### src/rtl/dds_sweep_ctrl_pkg.sv
// Shared types and default widths for the DDS sweep controller.
package dds_pkg;
  localparam int DDS_ADDR_WIDTH  = 7;
  localparam int DDS_INCR_WIDTH  = 4;
  localparam int DDS_DWELL_WIDTH = 16;

  typedef enum logic [1:0] {
    ST_IDLE,
    ST_LOAD,
    ST_RUN,
    ST_DONE
  } state_e;
endpackage

### src/rtl/dds_sweep_ctrl_if.sv
// Sweep command/config inputs plus the phase-counter control outputs.
interface dds_sweep_ctrl_if
  import dds_pkg::*;
#(
  parameter int ADDR_WIDTH  = DDS_ADDR_WIDTH,
  parameter int INCR_WIDTH  = DDS_INCR_WIDTH,
  parameter int DWELL_WIDTH = DDS_DWELL_WIDTH
);
  logic                   start;
  logic                   abort;
  logic                   pause;
  logic [ADDR_WIDTH-1:0]  cfg_phase;
  logic [INCR_WIDTH-1:0]  cfg_incr_start;
  logic [INCR_WIDTH-1:0]  cfg_incr_stop;
  logic [DWELL_WIDTH-1:0] cfg_dwell;
  logic                   cfg_updn;
  logic                   cfg_bounce;
  logic                   preload;
  logic                   enable;
  logic                   updn;
  logic [ADDR_WIDTH-1:0]  pl_data;
  logic [INCR_WIDTH-1:0]  incr;
  logic                   busy;
  logic                   done;

  modport master (
    output start, abort, pause, cfg_phase, cfg_incr_start, cfg_incr_stop,
           cfg_dwell, cfg_updn, cfg_bounce,
    input  preload, enable, updn, pl_data, incr, busy, done
  );

  modport slave (
    input  start, abort, pause, cfg_phase, cfg_incr_start, cfg_incr_stop,
           cfg_dwell, cfg_updn, cfg_bounce,
    output preload, enable, updn, pl_data, incr, busy, done
  );
endinterface

### src/rtl/dds_sweep_ctrl_dwell_timer.sv
// Down-counter measuring how many enabled cycles the current increment has been held.
module dwell_timer #(
  parameter int WIDTH = 16
) (
  input  logic             clk,
  input  logic             reset,
  input  logic             load,
  input  logic [WIDTH-1:0] load_val,
  input  logic             cen,
  output logic             expire
);
  logic [WIDTH-1:0] cnt_q, cnt_d;

  // Expire fires on the enabled cycle that completes the dwell.
  assign expire = cen && (cnt_q == '0);

  // Load takes priority; otherwise count down on enabled cycles, parking at zero.
  always_comb begin
    cnt_d = cnt_q;
    if (load)                    cnt_d = load_val;
    else if (cen && cnt_q != '0) cnt_d = cnt_q - WIDTH'(1);
  end

  // Counter register.
  always_ff @(posedge clk) begin
    if (reset) cnt_q <= '0;
    else       cnt_q <= cnt_d;
  end
endmodule

### src/rtl/dds_sweep_ctrl.sv
// Steps a phase counter's increment from start to stop (optionally back), holding
// each value for a programmable number of enabled cycles. All outputs are flops.
module dds_sweep_ctrl
  import dds_pkg::*;
#(
  parameter int ADDR_WIDTH  = DDS_ADDR_WIDTH,
  parameter int INCR_WIDTH  = DDS_INCR_WIDTH,
  parameter int DWELL_WIDTH = DDS_DWELL_WIDTH
) (
  input  logic            clk,
  input  logic            reset,
  dds_sweep_ctrl_if.slave bus
);
  state_e                 state_q, state_d;
  logic                   preload_q, preload_d, enable_q, enable_d;
  logic                   updn_q, updn_d, busy_q, busy_d, done_q, done_d;
  logic [ADDR_WIDTH-1:0]  pl_data_q, pl_data_d;
  logic [INCR_WIDTH-1:0]  incr_q, incr_d, first_q, first_d, stop_q, stop_d;
  logic [DWELL_WIDTH-1:0] dwell_q, dwell_d;
  logic                   bounce_q, bounce_d, dir_up_q, dir_up_d, back_q, back_d;
  logic                   tmr_load, tmr_cen, tmr_expire;
  logic [DWELL_WIDTH-1:0] tmr_val;
  logic [INCR_WIDTH-1:0]  turn_val;

  // A dwell of 0 behaves as 1, so the reload value clamps at zero.
  assign tmr_val  = (dwell_q == '0) ? '0 : dwell_q - DWELL_WIDTH'(1);
  // Only cycles where the counter is actually enabled consume dwell.
  assign tmr_cen  = (state_q == ST_RUN) && enable_q;
  // Outbound leg ends at stop, return leg ends back at the start value.
  assign turn_val = back_q ? first_q : stop_q;

  dwell_timer #(.WIDTH(DWELL_WIDTH)) u_dwell (
    .clk      (clk),
    .reset    (reset),
    .load     (tmr_load),
    .load_val (tmr_val),
    .cen      (tmr_cen),
    .expire   (tmr_expire)
  );

  // Next-state and next-output logic; abort overrides everything outside IDLE.
  always_comb begin
    state_d   = state_q;
    preload_d = 1'b0;
    enable_d  = 1'b0;
    done_d    = 1'b0;
    pl_data_d = pl_data_q;
    incr_d    = incr_q;
    updn_d    = updn_q;
    first_d   = first_q;
    stop_d    = stop_q;
    dwell_d   = dwell_q;
    bounce_d  = bounce_q;
    dir_up_d  = dir_up_q;
    back_d    = back_q;
    tmr_load  = 1'b0;
    unique case (state_q)
      ST_IDLE: begin
        if (bus.start && !bus.abort) begin
          state_d   = ST_LOAD;
          preload_d = 1'b1;
          pl_data_d = bus.cfg_phase;
          incr_d    = bus.cfg_incr_start;
          updn_d    = bus.cfg_updn;
          first_d   = bus.cfg_incr_start;
          stop_d    = bus.cfg_incr_stop;
          dwell_d   = bus.cfg_dwell;
          bounce_d  = bus.cfg_bounce;
          dir_up_d  = (bus.cfg_incr_stop >= bus.cfg_incr_start);
          back_d    = 1'b0;
        end
      end
      ST_LOAD: begin
        tmr_load = 1'b1;
        state_d  = ST_RUN;
        enable_d = 1'b1;
      end
      ST_RUN: begin
        enable_d = !bus.pause;
        if (tmr_expire) begin
          tmr_load = 1'b1;
          if (incr_q == turn_val) begin
            if (!back_q && bounce_q && (first_q != stop_q)) begin
              // Turn around: stop value has had its single dwell.
              back_d   = 1'b1;
              dir_up_d = !dir_up_q;
              incr_d   = dir_up_q ? incr_q - INCR_WIDTH'(1) : incr_q + INCR_WIDTH'(1);
            end else begin
              state_d  = ST_DONE;
              done_d   = 1'b1;
              enable_d = 1'b0;
            end
          end else begin
            incr_d = dir_up_q ? incr_q + INCR_WIDTH'(1) : incr_q - INCR_WIDTH'(1);
          end
        end
      end
      ST_DONE: state_d = ST_IDLE;
      default: state_d = ST_IDLE;
    endcase
    if (bus.abort && (state_q != ST_IDLE)) begin
      state_d   = ST_IDLE;
      preload_d = 1'b0;
      enable_d  = 1'b0;
      done_d    = 1'b0;
      incr_d    = incr_q;
    end
    busy_d = (state_d != ST_IDLE);
    if (state_d == ST_IDLE) updn_d = 1'b0;
  end

  // State and output registers.
  always_ff @(posedge clk) begin
    if (reset) begin
      state_q   <= ST_IDLE;
      preload_q <= 1'b0;
      enable_q  <= 1'b0;
      updn_q    <= 1'b0;
      busy_q    <= 1'b0;
      done_q    <= 1'b0;
      pl_data_q <= '0;
      incr_q    <= '0;
      first_q   <= '0;
      stop_q    <= '0;
      dwell_q   <= '0;
      bounce_q  <= 1'b0;
      dir_up_q  <= 1'b0;
      back_q    <= 1'b0;
    end else begin
      state_q   <= state_d;
      preload_q <= preload_d;
      enable_q  <= enable_d;
      updn_q    <= updn_d;
      busy_q    <= busy_d;
      done_q    <= done_d;
      pl_data_q <= pl_data_d;
      incr_q    <= incr_d;
      first_q   <= first_d;
      stop_q    <= stop_d;
      dwell_q   <= dwell_d;
      bounce_q  <= bounce_d;
      dir_up_q  <= dir_up_d;
      back_q    <= back_d;
    end
  end

  assign bus.preload = preload_q;
  assign bus.enable  = enable_q;
  assign bus.updn    = updn_q;
  assign bus.pl_data = pl_data_q;
  assign bus.incr    = incr_q;
  assign bus.busy    = busy_q;
  assign bus.done    = done_q;
endmodule

### src/flat_wrapper.sv
// flat-port wrapper written by rule: the top's interface ports become plain ports
module dds_sweep_ctrl_flat import dds_pkg::*;
#(
  parameter int ADDR_WIDTH  = DDS_ADDR_WIDTH,
  parameter int INCR_WIDTH  = DDS_INCR_WIDTH,
  parameter int DWELL_WIDTH = DDS_DWELL_WIDTH
)
  (clk, reset, bus_start, bus_abort, bus_pause, bus_cfg_phase, bus_cfg_incr_start, bus_cfg_incr_stop, bus_cfg_dwell, bus_cfg_updn, bus_cfg_bounce, bus_preload, bus_enable, bus_updn, bus_pl_data, bus_incr, bus_busy, bus_done);
  dds_sweep_ctrl_if #(.ADDR_WIDTH(ADDR_WIDTH), .INCR_WIDTH(INCR_WIDTH), .DWELL_WIDTH(DWELL_WIDTH)) bus_i ();
  input  logic clk;
  input  logic reset;
  input wire logic [$bits(bus_i.start)-1:0] bus_start;
  input wire logic [$bits(bus_i.abort)-1:0] bus_abort;
  input wire logic [$bits(bus_i.pause)-1:0] bus_pause;
  input wire logic [$bits(bus_i.cfg_phase)-1:0] bus_cfg_phase;
  input wire logic [$bits(bus_i.cfg_incr_start)-1:0] bus_cfg_incr_start;
  input wire logic [$bits(bus_i.cfg_incr_stop)-1:0] bus_cfg_incr_stop;
  input wire logic [$bits(bus_i.cfg_dwell)-1:0] bus_cfg_dwell;
  input wire logic [$bits(bus_i.cfg_updn)-1:0] bus_cfg_updn;
  input wire logic [$bits(bus_i.cfg_bounce)-1:0] bus_cfg_bounce;
  output wire logic [$bits(bus_i.preload)-1:0] bus_preload;
  output wire logic [$bits(bus_i.enable)-1:0] bus_enable;
  output wire logic [$bits(bus_i.updn)-1:0] bus_updn;
  output wire logic [$bits(bus_i.pl_data)-1:0] bus_pl_data;
  output wire logic [$bits(bus_i.incr)-1:0] bus_incr;
  output wire logic [$bits(bus_i.busy)-1:0] bus_busy;
  output wire logic [$bits(bus_i.done)-1:0] bus_done;
  assign bus_i.start = bus_start;
  assign bus_i.abort = bus_abort;
  assign bus_i.pause = bus_pause;
  assign bus_i.cfg_phase = bus_cfg_phase;
  assign bus_i.cfg_incr_start = bus_cfg_incr_start;
  assign bus_i.cfg_incr_stop = bus_cfg_incr_stop;
  assign bus_i.cfg_dwell = bus_cfg_dwell;
  assign bus_i.cfg_updn = bus_cfg_updn;
  assign bus_i.cfg_bounce = bus_cfg_bounce;
  assign bus_preload = bus_i.preload;
  assign bus_enable = bus_i.enable;
  assign bus_updn = bus_i.updn;
  assign bus_pl_data = bus_i.pl_data;
  assign bus_incr = bus_i.incr;
  assign bus_busy = bus_i.busy;
  assign bus_done = bus_i.done;
  dds_sweep_ctrl #(.ADDR_WIDTH(ADDR_WIDTH), .INCR_WIDTH(INCR_WIDTH), .DWELL_WIDTH(DWELL_WIDTH)) u_core (.clk(clk), .reset(reset), .bus(bus_i));
endmodule
### config.mk
export PLATFORM = sky130hd
export DESIGN_NAME = dds_sweep_ctrl_flat
export DESIGN_NICKNAME = d
export VERILOG_FILES = /design/src/rtl/dds_sweep_ctrl_pkg.sv /design/src/rtl/dds_sweep_ctrl_if.sv /design/src/rtl/dds_sweep_ctrl_dwell_timer.sv /design/src/rtl/dds_sweep_ctrl.sv /design/src/flat_wrapper.sv
export SDC_FILE = /design/constraint.sdc
export NUM_CORES = 1
export LEC_CHECK = 0
export BUFFER_PORTS_ARGS = -buffer_cell sky130_fd_sc_hd__buf_4
export CORE_MARGIN = 2
export CORE_UTILIZATION = 57
export DETAILED_ROUTE_END_ITERATION = 7
export PLACE_DENSITY = 0.9
export SYNTH_ARGS = -nofsm -noshare
export SYNTH_HDL_FRONTEND = slang
export SYNTH_SLANG_ARGS = --single-unit
### constraint.sdc
create_clock -name clk -period 2.9 [get_ports clk]
set_input_delay 0.435 -clock clk [delete_from_list [all_inputs] [get_ports clk]]
set_output_delay 0.435 -clock clk [all_outputs]
set_load 0.005 [all_outputs]
==> summary.txt <==
Global routing
  • Vias in the first global route: between 2,000 and 3,000
  • Largest net degree at the start of global routing: 56
  • Global-route wire length before repair: about 13,000 um
  • Antenna violations before repair: 0
  • GRT Total Usage: between 20% and 30%
  • GRT Residual Overflow: 0

Yosys
  • Yosys top cell area share: 35.8%
  • Ys Warns: 0
  • Area leader, netlist: dfxtp_1
  • Synth unique cells: 54
  • Number of flops mapped to enable cells by yosys: 0
  • Mapped Nets: between 400 and 500
  • Sequential-to-total area share from yosys stat: about 36%
  • Syn avg cell area: 7.90 um2
  • Most used DFF post-synth: dfxtp_1
  • Post-Syn Area: about 3400 um2
  • Post-synth ARST share: 0%
  • Largest cells by area after synthesis: dfxtp_1 (36%), nand2_1 (9.7%), a21oi_1 (6.9%)
  • Post-Syn Instances: 432
  • Yosys reg bits: 61

CTS
  • Clock latency on the worst-skew pair: ~0.35 ns
  • Worst-path clk slew: 0.08 ns
  • TritonCTS clock tree: yes
  • Root Driver: clkbuf_8
  • Clk sink count: 61
  • Max H-tree Level: 3
  • Clock Path Buffers: 2
  • CTS Buf Count: 9
  • Post-CTS sizing: 0
  • Post-CTS setup buffers: 0
  • Hold buffers post-CTS: 0

Die
  • Row count: 28
  • Die area: approximately 6600 um2
  • Die span in y: approximately 80 um
  • Core ar.: 5850 um2
  • Io pins: 54
  • Starting density of the core: between 50 and 60%
  • Die Wd: around 81 um

Routing
  • TritonRoute pass-1 iters: 6
  • # DRC: 0
  • First-iteration detailed-routing DRC count: approximately 320
  • Vias: approximately 3,200
  • Wirelength per Cell: ~15 um
  • Final ANT Viol Nets: 0
  • Vias/cell: just under 6
  • WL final: a little over 8000 um

Critical path
  • Critical path capture point type: flop
  • Critical Path AT: roughly 2.8 ns
  • Slowest CP cell: o22ai_1
  • Crit path kind: flop to flop
  • CP Cell Sequence: nor4_2 -> and4_2 -> nor2_1 -> o22ai_1 -> o21ai_0 -> o21ai_0 -> a21oi_1
  • Critical path data required time: a little over 3 ns
  • Crit Path Max Fanout: 9
  • CP dominant cell by count: o21ai_0
  • RR Startpoint: u_core.u_dwell.cnt_q[6]
  • Crit path launch type: flop
  • R2R Path End: u_core.u_dwell.cnt_q[0]
  • Largest incremental delay on the critical path: 0.67 ns
  • Reg2Reg Depth: 7
  • Reg2reg setup slack: roughly 0.36 ns

Timing
  • Final setup violation count: 0
  • Worst hold slack: roughly 0.32 ns
  • Worst Skew: around 0.012 ns
  • Worst Max-Slew Pin Slew: between 0.8 and 0.9 ns
  • Setup tns final: 0 ns
  • Slew headroom: around 44%
  • Max Freq: slightly below 400 MHz
  • Fin worst setup slack: approximately 0.36 ns
  • Final Hold Viols: 0
  • Final period utilization: 87.5%
  • Minimum clock period: between 2 and 3 ns
  • Max Slew Vio Count: 0
  • RSZ-0062 raised after global routing: no

Cells and area
  • Post-Layout Cell Count: 560
  • Syn-to-layout area delta: 19.3%
  • Final core occ: between 60% and 70%
  • Layout cells sized above 1: 18.8%
  • Antenna cell count: 0
  • Nets: ~530

Place
  • HPWL Detailed: between 5000 and 6000 um
  • Placer congestion estimate: between 0.8 and 0.9
  • Cell count after placement: around 540
  • Port Buf Inserts: between 50 and 60
  • Dpl ws: approximately 0.48 ns

Power and ir drop
  • Pleak: between 1.5 and 2 nW
  • Pwr Density: 582 nW/um2
  • VDD IR max: 0.000498 V

Status
  • Status: completed

Min path
  • HP Class: input pin to flop
  • Min-Delay Startpoint: bus_cfg_phase[4]
  • Hold Path Depth: 3
  • Endpoint with the worst hold slack: u_core.bus.pl_data[4]

Flow run
  • Maxcap violations: 0
-- per-stage QoR --
step	total power, W	instance area (um2)
detailed placement	0.00151	3850
floorplan	0.00137	3410
global placement	0.00149	3850
finish	0.00237	4070
global route	0.00246	4070
CTS	0.00237	4070
-- per-layer routing --
| metal | GRT usage [%] | vias to the layer above | share of wire, % |
|---|---|---|---|
| met1 | 34.0 | 1463 | 44 |
| met5 | 0 | - | 0 |
| met3 | 6.00 | 26 | 7.0 |
| met4 | 13.1 | 0 | 2.6 |
| li1 | - | 1609 | - |
| met2 | 40.0 | 130 | 46 |
-- critical path, delay by kind of cell (launching register included) --
family	cells	cell delay (ns)
AOI/OAI and AO/OA	4	1.10
DFF	1	0.37
and+or+nand+nor	3	0.92
-- layout by cell type (no fill, tap or decap), types with 2 or more instances in the layout --
master | Yosys | routed
a22oi_1 | 2 | 2
inv_1 | 17 | 17
o21ai_0 | 15 | 15
nand2_1 | 88 | 88
a21oi_1 | 47 | 47
and2_1 | 3 | 3
o31a_2 | 2 | 2
buf_4 | 1 | 56
bufinv_16 | 0 | 2
a31oi_1 | 4 | 4
clkbuf_8 | 0 | 9
nor3_1 | 16 | 16
nor4_4 | 2 | 2
o31ai_1 | 2 | 2
nor2b_1 | 3 | 3
nor4_2 | 3 | 3
ha_1 | 13 | 13
a211oi_1 | 3 | 3
nor3b_1 | 5 | 5
nand2b_1 | 3 | 3
and3_1 | 3 | 3
xnor2_1 | 16 | 16
nand3_1 | 11 | 11
dfxtp_1 | 61 | 61
nor4_1 | 8 | 8
a21o_1 | 3 | 3
o22ai_1 | 2 | 2
nand4_1 | 2 | 2
xor2_1 | 11 | 11
a221oi_1 | 5 | 5
mux2i_1 | 6 | 6
or4_1 | 3 | 3
nor2_1 | 32 | 32
clkinv_4 | 0 | 4
o31a_1 | 2 | 2
-- power by group --
| part | switching (W) | internal [W] | leakage [nW] |
|---|---|---|---|
| clock network | 0.000372 | 0.000488 | 0.113 |
| logic | 0.000308 | 0.000268 | 1.02 |
| registers | 0.0000538 | 0.000882 | 0.497 |
-- cell type report --
cell class | count | area, um2
inverters | 17 | 63.8
fillers | 456 | 1780
multi-input cells | 335 | 2050
well taps | 75 | 93.8
clock inverters | 7 | 100
flip-flops and latches | 61 | 1220
repair buffers | 56 | 420
clock buffers | 9 | 124
-- sequential cells by signal, summed over array words and instances (netlist names), 2 cells and up --
register and cells:
u_core.bus.incr 4, u_core.bus.pl_data 7, u_core.dwell_q 16, u_core.first_q 4
u_core.state_q 2, u_core.stop_q 4, u_core.u_dwell.cnt_q 16
-- worst max path at each step --
stage                                  from                        to  depth (start not counted)
global placement          u_core.state_q[0]        u_core.bus.incr[3]                          7
global route              u_core.dwell_q[7]  u_core.u_dwell.cnt_q[15]                          7
CTS                       u_core.dwell_q[7]  u_core.u_dwell.cnt_q[11]                          7
detailed placement        u_core.state_q[0]        u_core.bus.incr[3]                          7
finish              u_core.u_dwell.cnt_q[6]   u_core.u_dwell.cnt_q[0]                          7
floorplan                 u_core.dwell_q[7]  u_core.u_dwell.cnt_q[15]                          7
-- cell usage after synthesis, types with 3 or more instances --
library cell  instances
and2_1                3
a31oi_1               4
or4_1                 3
a221oi_1              5
o21ai_0              15
nand2b_1              3
xnor2_1              16
nor3b_1               5
xor2_1               11
nand2_1              88
nand3_1              11
clkbuf_1             15
mux2i_1               6
nor2_1               32
a211oi_1              3
nor4_1                8
ha_1                 13
inv_1                17
and3_1                3
a21o_1                3
nor4_2                3
buf_2                 3
nor2b_1               3
dfxtp_1              61
a21oi_1              47
nor3_1               16
-- cells by family (layout without fill, tap and decap cells) --
logic type,Yosys count,count (layout),share of synthesized area (%)
xor gates and xnor gates,28,28,7.74
AOI/OAI and AO/OA,97,97,18.0
buffers and inverters,36,89,4.18
muxes,6,6,1.76
adders and majority gates,13,13,4.77
DFF,61,61,35.8
and+or+nand+nor,191,191,27.8
(Power assumes the default switching activity.)
